## config.mk

```make
export PLATFORM = sky130hd
export DESIGN_NAME = hazard_ctrl
export DESIGN_NICKNAME = d
export VERILOG_FILES = /design/src/rtl/hazard_ctrl.sv
export SDC_FILE = /design/constraint.sdc
export NUM_CORES = 1
export LEC_CHECK = 0
export ABC_AREA = 1
export CAP_MARGIN = 20
export CORE_MARGIN = 2
export CORE_UTILIZATION = 47
export DETAILED_ROUTE_END_ITERATION = 7
export PLACE_DENSITY = 0.8
export SYNTH_ARGS = -nofsm -noshare
export SYNTH_HDL_FRONTEND = slang
export SYNTH_SLANG_ARGS = --single-unit
```

## constraint.sdc

```tcl
create_clock -name clk -period 1.8 [get_ports clk]
set_input_delay 0.27 -clock clk [delete_from_list [all_inputs] [get_ports clk]]
set_output_delay 0.27 -clock clk [all_outputs]
set_load 0.01 [all_outputs]
```

## src/rtl/hazard_ctrl.sv

```systemverilog
// rtl/hazard_ctrl.sv - pipeline hazard controller (stall/flush generation)
//
// Purpose: decides per cycle which pipeline registers hold and which load a
// bubble, covering data-memory waits, multi-cycle mul/div, EX redirects and
// load-use hazards. Also counts stalled cycles and flags a mul/div timeout.
//
// Ports:
//   clk, reset                 clock; synchronous active-high reset
//   id_rs1, id_rs2             ID-stage source registers
//   id_use_rs1, id_use_rs2     ID instruction actually reads that source
//   ex_rd, ex_mem_read         EX destination register / EX is a load
//   ex_redirect                taken branch/jump resolved in EX
//   ex_md_start, md_done       mul/div issued in EX / mul/div result valid
//   mem_req, mem_ack           MEM data access pending / access completes
//   pc_stall..exmem_stall      hold the corresponding register
//   ifid_flush..memwb_flush    load a bubble into the corresponding register
//   md_timeout                 one-cycle pulse when mul/div never completes
//   stall_cnt                  saturating count of cycles with pc_stall=1
module hazard_ctrl (
  input  logic        clk,
  input  logic        reset,
  input  logic [4:0]  id_rs1,
  input  logic [4:0]  id_rs2,
  input  logic        id_use_rs1,
  input  logic        id_use_rs2,
  input  logic [4:0]  ex_rd,
  input  logic        ex_mem_read,
  input  logic        ex_redirect,
  input  logic        ex_md_start,
  input  logic        md_done,
  input  logic        mem_req,
  input  logic        mem_ack,
  output logic        pc_stall,
  output logic        ifid_stall,
  output logic        idex_stall,
  output logic        exmem_stall,
  output logic        ifid_flush,
  output logic        idex_flush,
  output logic        memwb_flush,
  output logic        md_timeout,
  output logic [15:0] stall_cnt
);

  typedef enum logic [1:0] {RUN, MDWAIT, MEMWAIT} state_t;

  state_t      state, state_nxt;
  logic [5:0]  md_cnt;
  logic        ifid_stall_raw;

  logic load_use;
  logic mem_wait;
  logic md_issue;

  assign load_use = ex_mem_read && (ex_rd != 5'd0) &&
                    ((id_use_rs1 && (id_rs1 == ex_rd)) ||
                     (id_use_rs2 && (id_rs2 == ex_rd)));
  assign mem_wait = mem_req && !mem_ack;
  assign md_issue = ex_md_start && !md_done;

  always_ff @(posedge clk) begin
    if (reset) begin
      state     <= RUN;
      md_cnt    <= 6'd0;
      stall_cnt <= 16'd0;
    end else begin
      state <= state_nxt;
      // Counter only runs while waiting, so it is zero on the first MDWAIT cycle.
      if (state == MDWAIT) md_cnt <= md_cnt + 6'd1;
      else                 md_cnt <= 6'd0;
      if (pc_stall && (stall_cnt != 16'hFFFF)) stall_cnt <= stall_cnt + 16'd1;
    end
  end

  always_comb begin
    state_nxt      = state;
    pc_stall       = 1'b0;
    ifid_stall_raw = 1'b0;
    idex_stall     = 1'b0;
    exmem_stall    = 1'b0;
    ifid_flush     = 1'b0;
    idex_flush     = 1'b0;
    memwb_flush    = 1'b0;
    md_timeout     = 1'b0;

    if (reset) begin
      // Bubbles are pushed into the pipe while in reset so no stale
      // instruction is retired when reset releases.
      state_nxt   = RUN;
      ifid_flush  = 1'b1;
      idex_flush  = 1'b1;
      memwb_flush = 1'b1;
    end else begin
      case (state)
        RUN: begin
          if (mem_wait) begin
            pc_stall       = 1'b1;
            ifid_stall_raw = 1'b1;
            idex_stall     = 1'b1;
            exmem_stall    = 1'b1;
            memwb_flush    = 1'b1;
            state_nxt      = MEMWAIT;
          end else if (md_issue) begin
            pc_stall       = 1'b1;
            ifid_stall_raw = 1'b1;
            idex_stall     = 1'b1;
            state_nxt      = MDWAIT;
          end else if (ex_redirect) begin
            ifid_flush = 1'b1;
            idex_flush = 1'b1;
          end else if (load_use) begin
            pc_stall       = 1'b1;
            ifid_stall_raw = 1'b1;
            idex_flush     = 1'b1;
          end
        end
        MEMWAIT: begin
          if (!mem_ack) begin
            pc_stall       = 1'b1;
            ifid_stall_raw = 1'b1;
            idex_stall     = 1'b1;
            exmem_stall    = 1'b1;
            memwb_flush    = 1'b1;
          end else begin
            state_nxt = RUN;
          end
        end
        MDWAIT: begin
          if (md_done) begin
            state_nxt = RUN;
          end else if (md_cnt == 6'd63) begin
            md_timeout = 1'b1;
            state_nxt  = RUN;
          end else begin
            pc_stall       = 1'b1;
            ifid_stall_raw = 1'b1;
            idex_stall     = 1'b1;
          end
        end
        default: state_nxt = RUN;
      endcase
    end

    // A flush always overrides a hold on IF/ID.
    ifid_stall = ifid_stall_raw && !ifid_flush;
  end

endmodule
```

# == Yosys cells after proc, flatten, opt, wreduce, memory -nomap -nowiden ==
# Cells that the tools add are included.
# totals
out_inout_bits,24
input_bits,25
reg_bits,24
# classes
reduce_logical,16
add_sub_neg,2
mux,37
eq_ne,9
bitwise_logic,1
# ops
op,n
1-bit 2-to-1 mux,28
16-bit by 1-bit adder with 16-bit output (second input constant),1
16-bit != test (second input constant),1
5-bit == test,2
2-bit 2-to-1 mux,5
1-bit logical AND,8
6-bit by 1-bit adder with 6-bit output (second input constant),1
6-bit == test (second input constant),1
1-bit one-hot mux with 3 select lines,2
2-bit one-hot mux with 3 select lines,1
5-bit nonzero test,1
1-bit zero test,3
3-bit by 2-bit != test with 1-bit output (second input constant),1
3-bit != test (second input constant),1
3-bit AND reduction,1
2-bit by 1-bit == test with 1-bit output (second input constant),1
2-bit == test (second input constant),1
2-bit zero test,1
2-bit != test (second input constant),1
1-bit one-hot mux with 2 select lines,1
2-bit OR reduction,1
1-bit logical OR,1
1-bit NOT,1

# == Logic depth before layout (Yosys ltp) ==
# Gate-level depths: netlist (run 1).
# logic_depth
ltp_word,11
ltp_mapped,12

# == Worst setup path after synthesis (run 1) ==
# OpenSTA, ideal clock, no wires.
# synth_timing
path_kind,flip-flop to flip-flop
startpoint,reg stall_cnt[0]
endpoint,reg stall_cnt[10]
n_path_buf,1
stages_incl_launch_ff,10
setup_slack_ps,141
arrival_ps,1525
synth_period_minus_slack_ps,1659
path_cell_list,dfxtp_1 -> ha_1 -> nand2_1 -> nor2_2 -> nand3_2 -> inv_1 -> nand3_4 -> buf_2 -> nand3_1 -> a21oi_2
# synth_between
elab_chain_len,2
# synth_rtl
item,line_no,rtl
from (decl),41,output logic [15:0] stall_cnt
from (signal assigned),70,if (pc_stall && (stall_cnt != 16'hFFFF)) stall_cnt <= stall_cnt + 16'd1;
"parallel branches: the longest is 2 deep, another holds 16-bit by 1-bit adder with 16-bit output",-,
# Parallel ways; which one is timed is not known.
# A chain may end at the register's enable or synchronous reset.

# == Final worst setup path (run 1) ==
# layout_timing
startpoint,reg md_cnt[0]
endpoint,out md_timeout
# layout_between
elab_chain_len,5
# layout_rtl
item,line_no,rtl
from (decl),47,logic [5:0] md_cnt;
from (signal assigned),68,if (state == MDWAIT) md_cnt <= md_cnt + 6'd1;
6-bit == test,130,end else if (md_cnt == 6'd63) begin
1-bit 2-to-1 mux,130,
1-bit 2-to-1 mux,128,if (md_done) begin
1-bit 2-to-1 mux,93,case (state)
1-bit 2-to-1 mux,85,if (reset) begin
to (decl),40,"output logic md_timeout,"
# Every way passes these cells.

==> impl_metrics.ini, run 1 <==
[run_status]
status = finished, violations left
violations = setup timing

[timing]
final.setup_skew_ps = 1.660
tns_ps = -98.52
fmax_ghz = 0.5412
final.min_clock_period_ps = 1848
timing.final.crit_share = 1.027
hold_viol = 0
finalMaxSlewViolations = 0
worst_slew_margin_rel = 0.7074
setup_viol = 3
tightestPinTransition_ps = 434.9
worst_slack_ps = -47.83
grt_setup_unrepaired = true

[job]
maxCapViolations = 0

[final_layout]
antenna_diodes = 0
postLayoutCoreUtil = 0.7332
fillerInstances = 267
area.growth.synth_to_final_pct = 50.86
fin_nets = 353
drive_gt1_frac = 0.2092
layout.cells.non_filler = 371
layout.cell_area.non_filler_sq_um = 2427

[grt]
grt_max_degree = 18
vias_in_the_first_global_route = 1623
antenna_found_initial = 0
grt_overflow_total = 0
grt_pass1_wl_mm = 7.031
gr-usage-all-layers = 0.2199

[worst_setup_path]
timing.critical_path.arrival_ps = 1580
ff2ff_setup_slack_ps = 70
critPathLaunch = md_cnt[0]
kind_of_start_point_of_the_critical_path = flip-flop
crit-reg2reg-launch = md_cnt[0]
worst-endpoint-required_ps = 1530
path_class = flip-flop to primary output
timing.critical_path.slowest_stage_cell = sky130_fd_sc_hd__dfxtp_2
setup.worst_path.end_class = primary output
endpoint = md_timeout
path_cells = ha_4, nand3_4, nor2_4, nand2_2, buf_4, buf_4, nor2_1, buf_2
most_frequent_cell_on_the_critical_path = sky130_fd_sc_hd__buf_4
worst_stage_delay_on_the_critical_path_ps = 370
worst_r2r_path_depth = 12
rr_endpoint = stall_cnt[15]
crit_path_max_fanout = 2

[place]
dp_hpwl_mm = 3.020
dpl.cell_count = 363
placement.setup.worst_slack_ps = -480.9
post_dp_cell_area_sq_um = 2293
portBuffers = 48
globalplace.congestion = 0.9184

[synth]
cell_area_after_synthesis_sq_um = 1609
yosys-mux-area-fraction = 0
synth.avg_cell_area_sq_um = 6.385
syn_inst = 252
post_synth_most_frequent_cells = sky130_fd_sc_hd__nand2_1 (71), sky130_fd_sc_hd__inv_1 (30), sky130_fd_sc_hd__nand3_1 (29), sky130_fd_sc_hd__nor2_1 (27), sky130_fd_sc_hd__dfxtp_1 (24)
largest_family_of_logic_cells_by_synthesized_area = simple AND/OR/NAND/NOR gates
ys_async_sr_fraction = 0
synth-edff-count = 0
ys_ff_latch = 24
netlist_top_cells_area = sky130_fd_sc_hd__dfxtp_1 (30%), sky130_fd_sc_hd__nand2_1 (17%), sky130_fd_sc_hd__nand3_1 (9.0%)
synth_fa_ha_area_frac = 0.01555
synthXorXnorAreaFrac = 0.07621
synth_top_flop_cell = sky130_fd_sc_hd__dfxtp_1
synth_top_area_share = 0.2986
synth_compound_area_frac = 0.07932
post_synth_and_or_nand_nor_area_fraction = 0.4246
ys.warnings.count = 0
yosysUniqueCellTypes = 31
synth.most_common_cell = sky130_fd_sc_hd__nand2_1
post_syn_nets = 279
synth_largest_area_cell = sky130_fd_sc_hd__dfxtp_1
synth_seq_area_share = 0.2986

[clock_tree]
number_of_sinks_on_the_clock_net = 24
cts.path.max_buffers = 2
clock_tree.htree_level_count = 1
clk-insertion-delay-late_ps = 320
clock-root-buffer = sky130_fd_sc_hd__clkbuf_4
tritoncts_clock_tree = yes
clk_pin_slew_ps = 130
hold_buffers = 0
tritoncts.num_buffers = 3

[pwr]
power.switching_fraction = 0.2552
cellInternalPower_w = 0.0009033
clockPowerShare = 0.322
power.sequential.fraction = 0.452
power_frac_comb = 0.226
p_leak_nw = 1.057
vdd_ir_drop_max_uv = 510.8
switching_power_w = 0.0003096
power.density_cell_area_nw_per_um2 = 499.7

[route]
drt_iter0_drc = 103
antenna_left = 0
dr_total_vias = 1802
drt_wl_total_mm = 4.124
sum_of_met3_wire_segment_lengths_after_detailed_routing_microns = 234
wl_met2_mm = 2.037
drc = 0
post_drt_wl_per_cell_microns = 11.12
post_route_m1_wl_mm = 1.828
vias_per_cell = 4.857
topRoutingLayerUsed = met4
detail_route.first_pass.iterations = 4

[die]
start_util = 0.4860
floorplan.die_area_sq_um = 3908
ioPinCount = 49
die_y_microns = 62.51
die_width_microns = 62.51
rows = 21
core_region_area_sq_um = 3311

[min_path]
min_path_type = flip-flop to flip-flop
layout make-up:
class	instances	area, sq um	share of cell area
inverter	37	138.9	0.05722
tap	46	57.56	0.02371
sequential	24	484.2	0.1995
timing repair buffer	74	674.4	0.2778
clock buffer	3	22.52	0.009278
clock inverter	1	30.03	0.01237
multi-input combinational	186	1020	0.4201
worst min path at each step:
stage / from / to / slack, ps / cells after the start
finish: stall_cnt[15] / stall_cnt[15] / 500 / 2
global route: stall_cnt[13] / stall_cnt[13] / 540 / 2
global placement: md_cnt[5] / md_cnt[5] / 460 / 2
detailed placement: md_cnt[5] / md_cnt[5] / 470 / 2
CTS: md_cnt[5] / md_cnt[5] / 490 / 2
floorplan: md_cnt[0] / md_cnt[0] / 420 / 1
power groups by stage:
stage	logic, W	registers [W]	clock network [W]
final	0.000274	0.000548	0.000390
after global routing	0.000303	0.000550	0.000429
after CTS	0.000259	0.000549	0.000399
after detailed placement	0.000262	0.000559	0
after global placement	0.000259	0.000559	0
after floorplan	0.000125	0.000562	0
kinds of logic (layout without fill, tap and decap cells):
family,count (synthesis),count (layout)
AO/OA/AOI/OAI,22,22
flip-flops,24,24
XOR/XNOR,14,14
buffers and inverters,42,115
AND/OR/NAND/NOR,148,148
adder cells (fa/ha/maj),2,2
registers in the layout, summed over array words and instances, names as in the netlist:
| register | cells |
|---|---|
| stall_cnt | 16 |
| state | 2 |
| md_cnt | 6 |
per-layer routing:
metal | GRT usage | vias up
li1 | - | 946
met1 | 0.2714 | 810
met2 | 0.3817 | 44
met3 | 0.05586 | 2
met4 | 0.05556 | 0
met5 | 0 | -
cell usage in the layout, fill, tap and decap left out, types with 4 or more instances in the layout:
cell	Yosys	final
sky130_fd_sc_hd__dfxtp_1	24	21
sky130_fd_sc_hd__a21oi_1	15	15
sky130_fd_sc_hd__nor3_1	4	4
sky130_fd_sc_hd__inv_1	30	30
sky130_fd_sc_hd__nand3_1	29	27
sky130_fd_sc_hd__dlygate4sd2_1	0	6
sky130_fd_sc_hd__nand2_1	71	69
sky130_fd_sc_hd__inv_2	7	7
sky130_fd_sc_hd__buf_4	1	25
sky130_fd_sc_hd__xnor2_1	4	4
sky130_fd_sc_hd__nand2_2	2	4
sky130_fd_sc_hd__xor2_1	10	10
sky130_fd_sc_hd__clkdlybuf4s50_1	0	37
sky130_fd_sc_hd__nor2_1	27	24
sky130_fd_sc_hd__nand3_2	3	4
stage by stage:
step	hold WS (ps)	power (W)
after floorplan	417.5	0.0006863
after global placement	457.9	0.0008173
after detailed placement	467.0	0.0008205
after CTS	487.8	0.001207
after global routing	535.2	0.001283
final	498.3	0.001213
repair_timing:
item	in CTS	in global routing
buffers inserted	3	1
pin swaps	5	3
gates resized for setup	36	10
endpoints found under the setup margin	24	24
endpoints found under the hold margin	0	0
worst max-delay path, delay by kind of cell (launching register included):
kind / cells / cell delay, ps
AND/OR/NAND/NOR: 4 / 360
buffers and inverters: 3 / 380
flip-flops: 1 / 370
adder cells (fa/ha/maj): 1 / 150
Note: power is estimated with default switching activity, not from simulation.
==> run 2, diff against run 1 <==
--- a/config.mk
+++ b/config.mk
@@ -6,11 +6,10 @@
 export NUM_CORES = 1
 export LEC_CHECK = 0
 export ABC_AREA = 1
-export CAP_MARGIN = 20
 export CORE_MARGIN = 2
 export CORE_UTILIZATION = 47
 export DETAILED_ROUTE_END_ITERATION = 7
-export PLACE_DENSITY = 0.8
+export PLACE_DENSITY = 0.91
 export SYNTH_ARGS = -nofsm -noshare
 export SYNTH_HDL_FRONTEND = slang
 export SYNTH_SLANG_ARGS = --single-unit
==> run 2 against run 1 <==
The run still ends with setup timing left. Clock skew rose by 1.2 ps. Highest routed layer unchanged. Critical path type unchanged. Combinational power increased by 6%. Largest cell class unchanged. Final area is 1.8% higher. Setup slack gained 23 ps. Cell count grew 0.81%. Critical path depth is 1 higher.
==> impl_metrics.ini, run 2 (synthesis gave the netlist of run 1 again) <==
[timing]
final.min_clock_period_ps = 1824
tightestPinTransition_ps = 373.4
worst_slew_margin_rel = 0.7487
grt_setup_unrepaired = true
timing.final.crit_share = 1.014
fmax_ghz = 0.5481
hold_viol = 0
setup_viol = 2
worst_slack_ps = -24.43
finalMaxSlewViolations = 0
fin_worst_hold_slack_ps = 491.4
final.setup_skew_ps = 2.859

[min_path]
min_path_cells = 2
min_path_type = flip-flop to flip-flop

[place]
portBuffers = 48
globalplace.congestion = 0.9554
dp_hpwl_mm = 3.247
post_dp_cell_area_sq_um = 2288

[die]
core_region_area_sq_um = 3311
rows = 21
die_y_microns = 62.51
start_util = 0.4860
die_width_microns = 62.51
ioPinCount = 49
floorplan.die_area_sq_um = 3908

[route]
drt_wl_total_mm = 4.448
detail_route.first_pass.iterations = 4
antenna_left = 0
drc = 0
post_drt_wl_per_cell_microns = 11.89
vias_per_cell = 5.003
drt_iter0_drc = 104
dr_total_vias = 1871

[pwr]
clockPowerShare = 0.319
power.sequential.fraction = 0.446
power.density_cell_area_nw_per_um2 = 499.6
power.switching_fraction = 0.2643
switching_power_w = 0.0003261
cellInternalPower_w = 0.0009077
p_leak_nw = 1.105
power_frac_comb = 0.236
vdd_ir_drop_max_uv = 542.8

[clock_tree]
tritoncts.num_buffers = 3
cts.path.max_buffers = 2
clk_pin_slew_ps = 140
clock-root-buffer = sky130_fd_sc_hd__clkbuf_4
tritoncts_clock_tree = yes
clk-insertion-delay-late_ps = 320
number_of_sinks_on_the_clock_net = 24
clock_tree.htree_level_count = 1

[final_layout]
drive_gt1_frac = 0.2439
largestRegisters = stall_cnt x16, md_cnt x6, state x2
layout.cells.most_common = sky130_fd_sc_hd__nand2_1
fin_nets = 356
commonest_cells_after_routing_fill_and_taps_aside = sky130_fd_sc_hd__nand2_1 (67), sky130_fd_sc_hd__clkdlybuf4s50_1 (34), sky130_fd_sc_hd__inv_1 (29), sky130_fd_sc_hd__buf_4 (29), sky130_fd_sc_hd__nand3_1 (26)
layout.cell_area.non_filler_sq_um = 2470
antenna_diodes = 0
registers.top_by_ff_count = stall_cnt
largest_reg_flops = 16
area.growth.synth_to_final_pct = 53.50

[worst_setup_path]
path_class = flip-flop to primary output
worst_r2r_path_depth = 12
crit_path_max_fanout = 3
path_cells = ha_4, nand3_4, nor2_4, nand2_2, nand3_2, nand3_2, nand2_4, nand2_4, buf_6
setup.worst_path.end_class = primary output
kind_of_start_point_of_the_critical_path = flip-flop
worst-endpoint-required_ps = 1530
timing.critical_path.slowest_stage_cell = sky130_fd_sc_hd__dfxtp_2
worst_stage_delay_on_the_critical_path_ps = 380
timing.critical_path.arrival_ps = 1550

[grt]
grt_max_degree = 18
grt_pass1_wl_mm = 7.314
grt_overflow_total = 0
vias_in_the_first_global_route = 1776
gr-usage-all-layers = 0.2236
antenna_found_initial = 0

[run_status]
status = finished, violations left
violations = setup timing

[job]
maxCapViolations = 0
run 2: cell types whose count changed in the layout (fill, tap and decap cells not counted), sizes merged:
| cell | before | now |
|---|---|---|
| buf | 31 | 34 |
| clkdlybuf4s50 | 37 | 34 |
| dlymetal6s2s | 0 | 4 |
| dlygate4sd2 | 6 | 4 |
| clkbuf | 3 | 4 |
run 2: path summary, 6_finish.rpt:
| check | start | endpoint | slack (ps) |
|---|---|---|---|
| hold reg to reg | stall_cnt[15] | stall_cnt[15] | 490 |
| hold / removal | stall_cnt[15] | stall_cnt[15] | 490 |
| setup reg to reg | md_cnt[0] | stall_cnt[9] | 50 |
| setup / recovery | md_cnt[0] | pc_stall | -20 |
run 2: power by group through the flow:
stage,logic (W),clock network [W],registers [W]
final,0.000291,0.000393,0.000550
after global routing,0.000319,0.000424,0.000551
after CTS,0.000272,0.000401,0.000550
after detailed placement,0.000266,0,0.000559
after global placement,0.000260,0,0.000558
after floorplan,0.000125,0,0.000562
run 2: per-stage QoR:
| step | cells | TNS (ps) | util | setup WS [ps] | power, W |
|---|---|---|---|---|---|
| 4_1_cts | 370 | -156.9 | 0.7200 | -79.19 | 0.001223 |
| 3_5_place_dp | 364 | -6869 | 0.6912 | -432.7 | 0.0008252 |
| 5_1_grt | 374 | -1521 | 0.7460 | -118.2 | 0.001294 |
| 3_3_place_gp | 364 | -6298 | 0.6912 | -428.5 | 0.0008180 |
| 2_1_floorplan | 252 | 0 | - | 141.4 | 0.0006863 |
| 6_report | 374 | -45.30 | 0.7460 | -24.43 | 0.001234 |
run 2: layout make-up:
| class | instances | area [sq um] |
|---|---|---|
| fillers | 260 | 840.8 |
| clock buffers | 3 | 22.52 |
| flip-flops and latches | 24 | 485.5 |
| well taps | 46 | 57.56 |
| clock inverters | 1 | 30.03 |
| repair buffers | 77 | 691.9 |
| multi-input cells | 186 | 1044 |
| inverters | 37 | 138.9 |
run 2: metal layers:
layer  wire [microns]  vias to the layer above  share of wire  global-route usage
met5                0                        -              0                   0
met4               53                        0          0.012             0.09167
met3              230                       14          0.052             0.03243
met2             2354                       67           0.53              0.4032
met1             1809                      843           0.41              0.2640
li1                 -                      947              -                   -
run 2: what timing repair did:
item | CTS | global route
resized for setup | 41 | 18
pin swaps | 6 | 11
setup endpoints to repair | 24 | 22
hold buffers | 0 | 0
hold endpoints to repair | 0 | 0
setup buffers | 2 | 4
run 2: critical path, delay by kind of cell, from the launching register on:
family        cells  cell delay, ps
flops             1             380
fa+ha+maj         1             150
buf+inv           1             120
simple gates      7             590
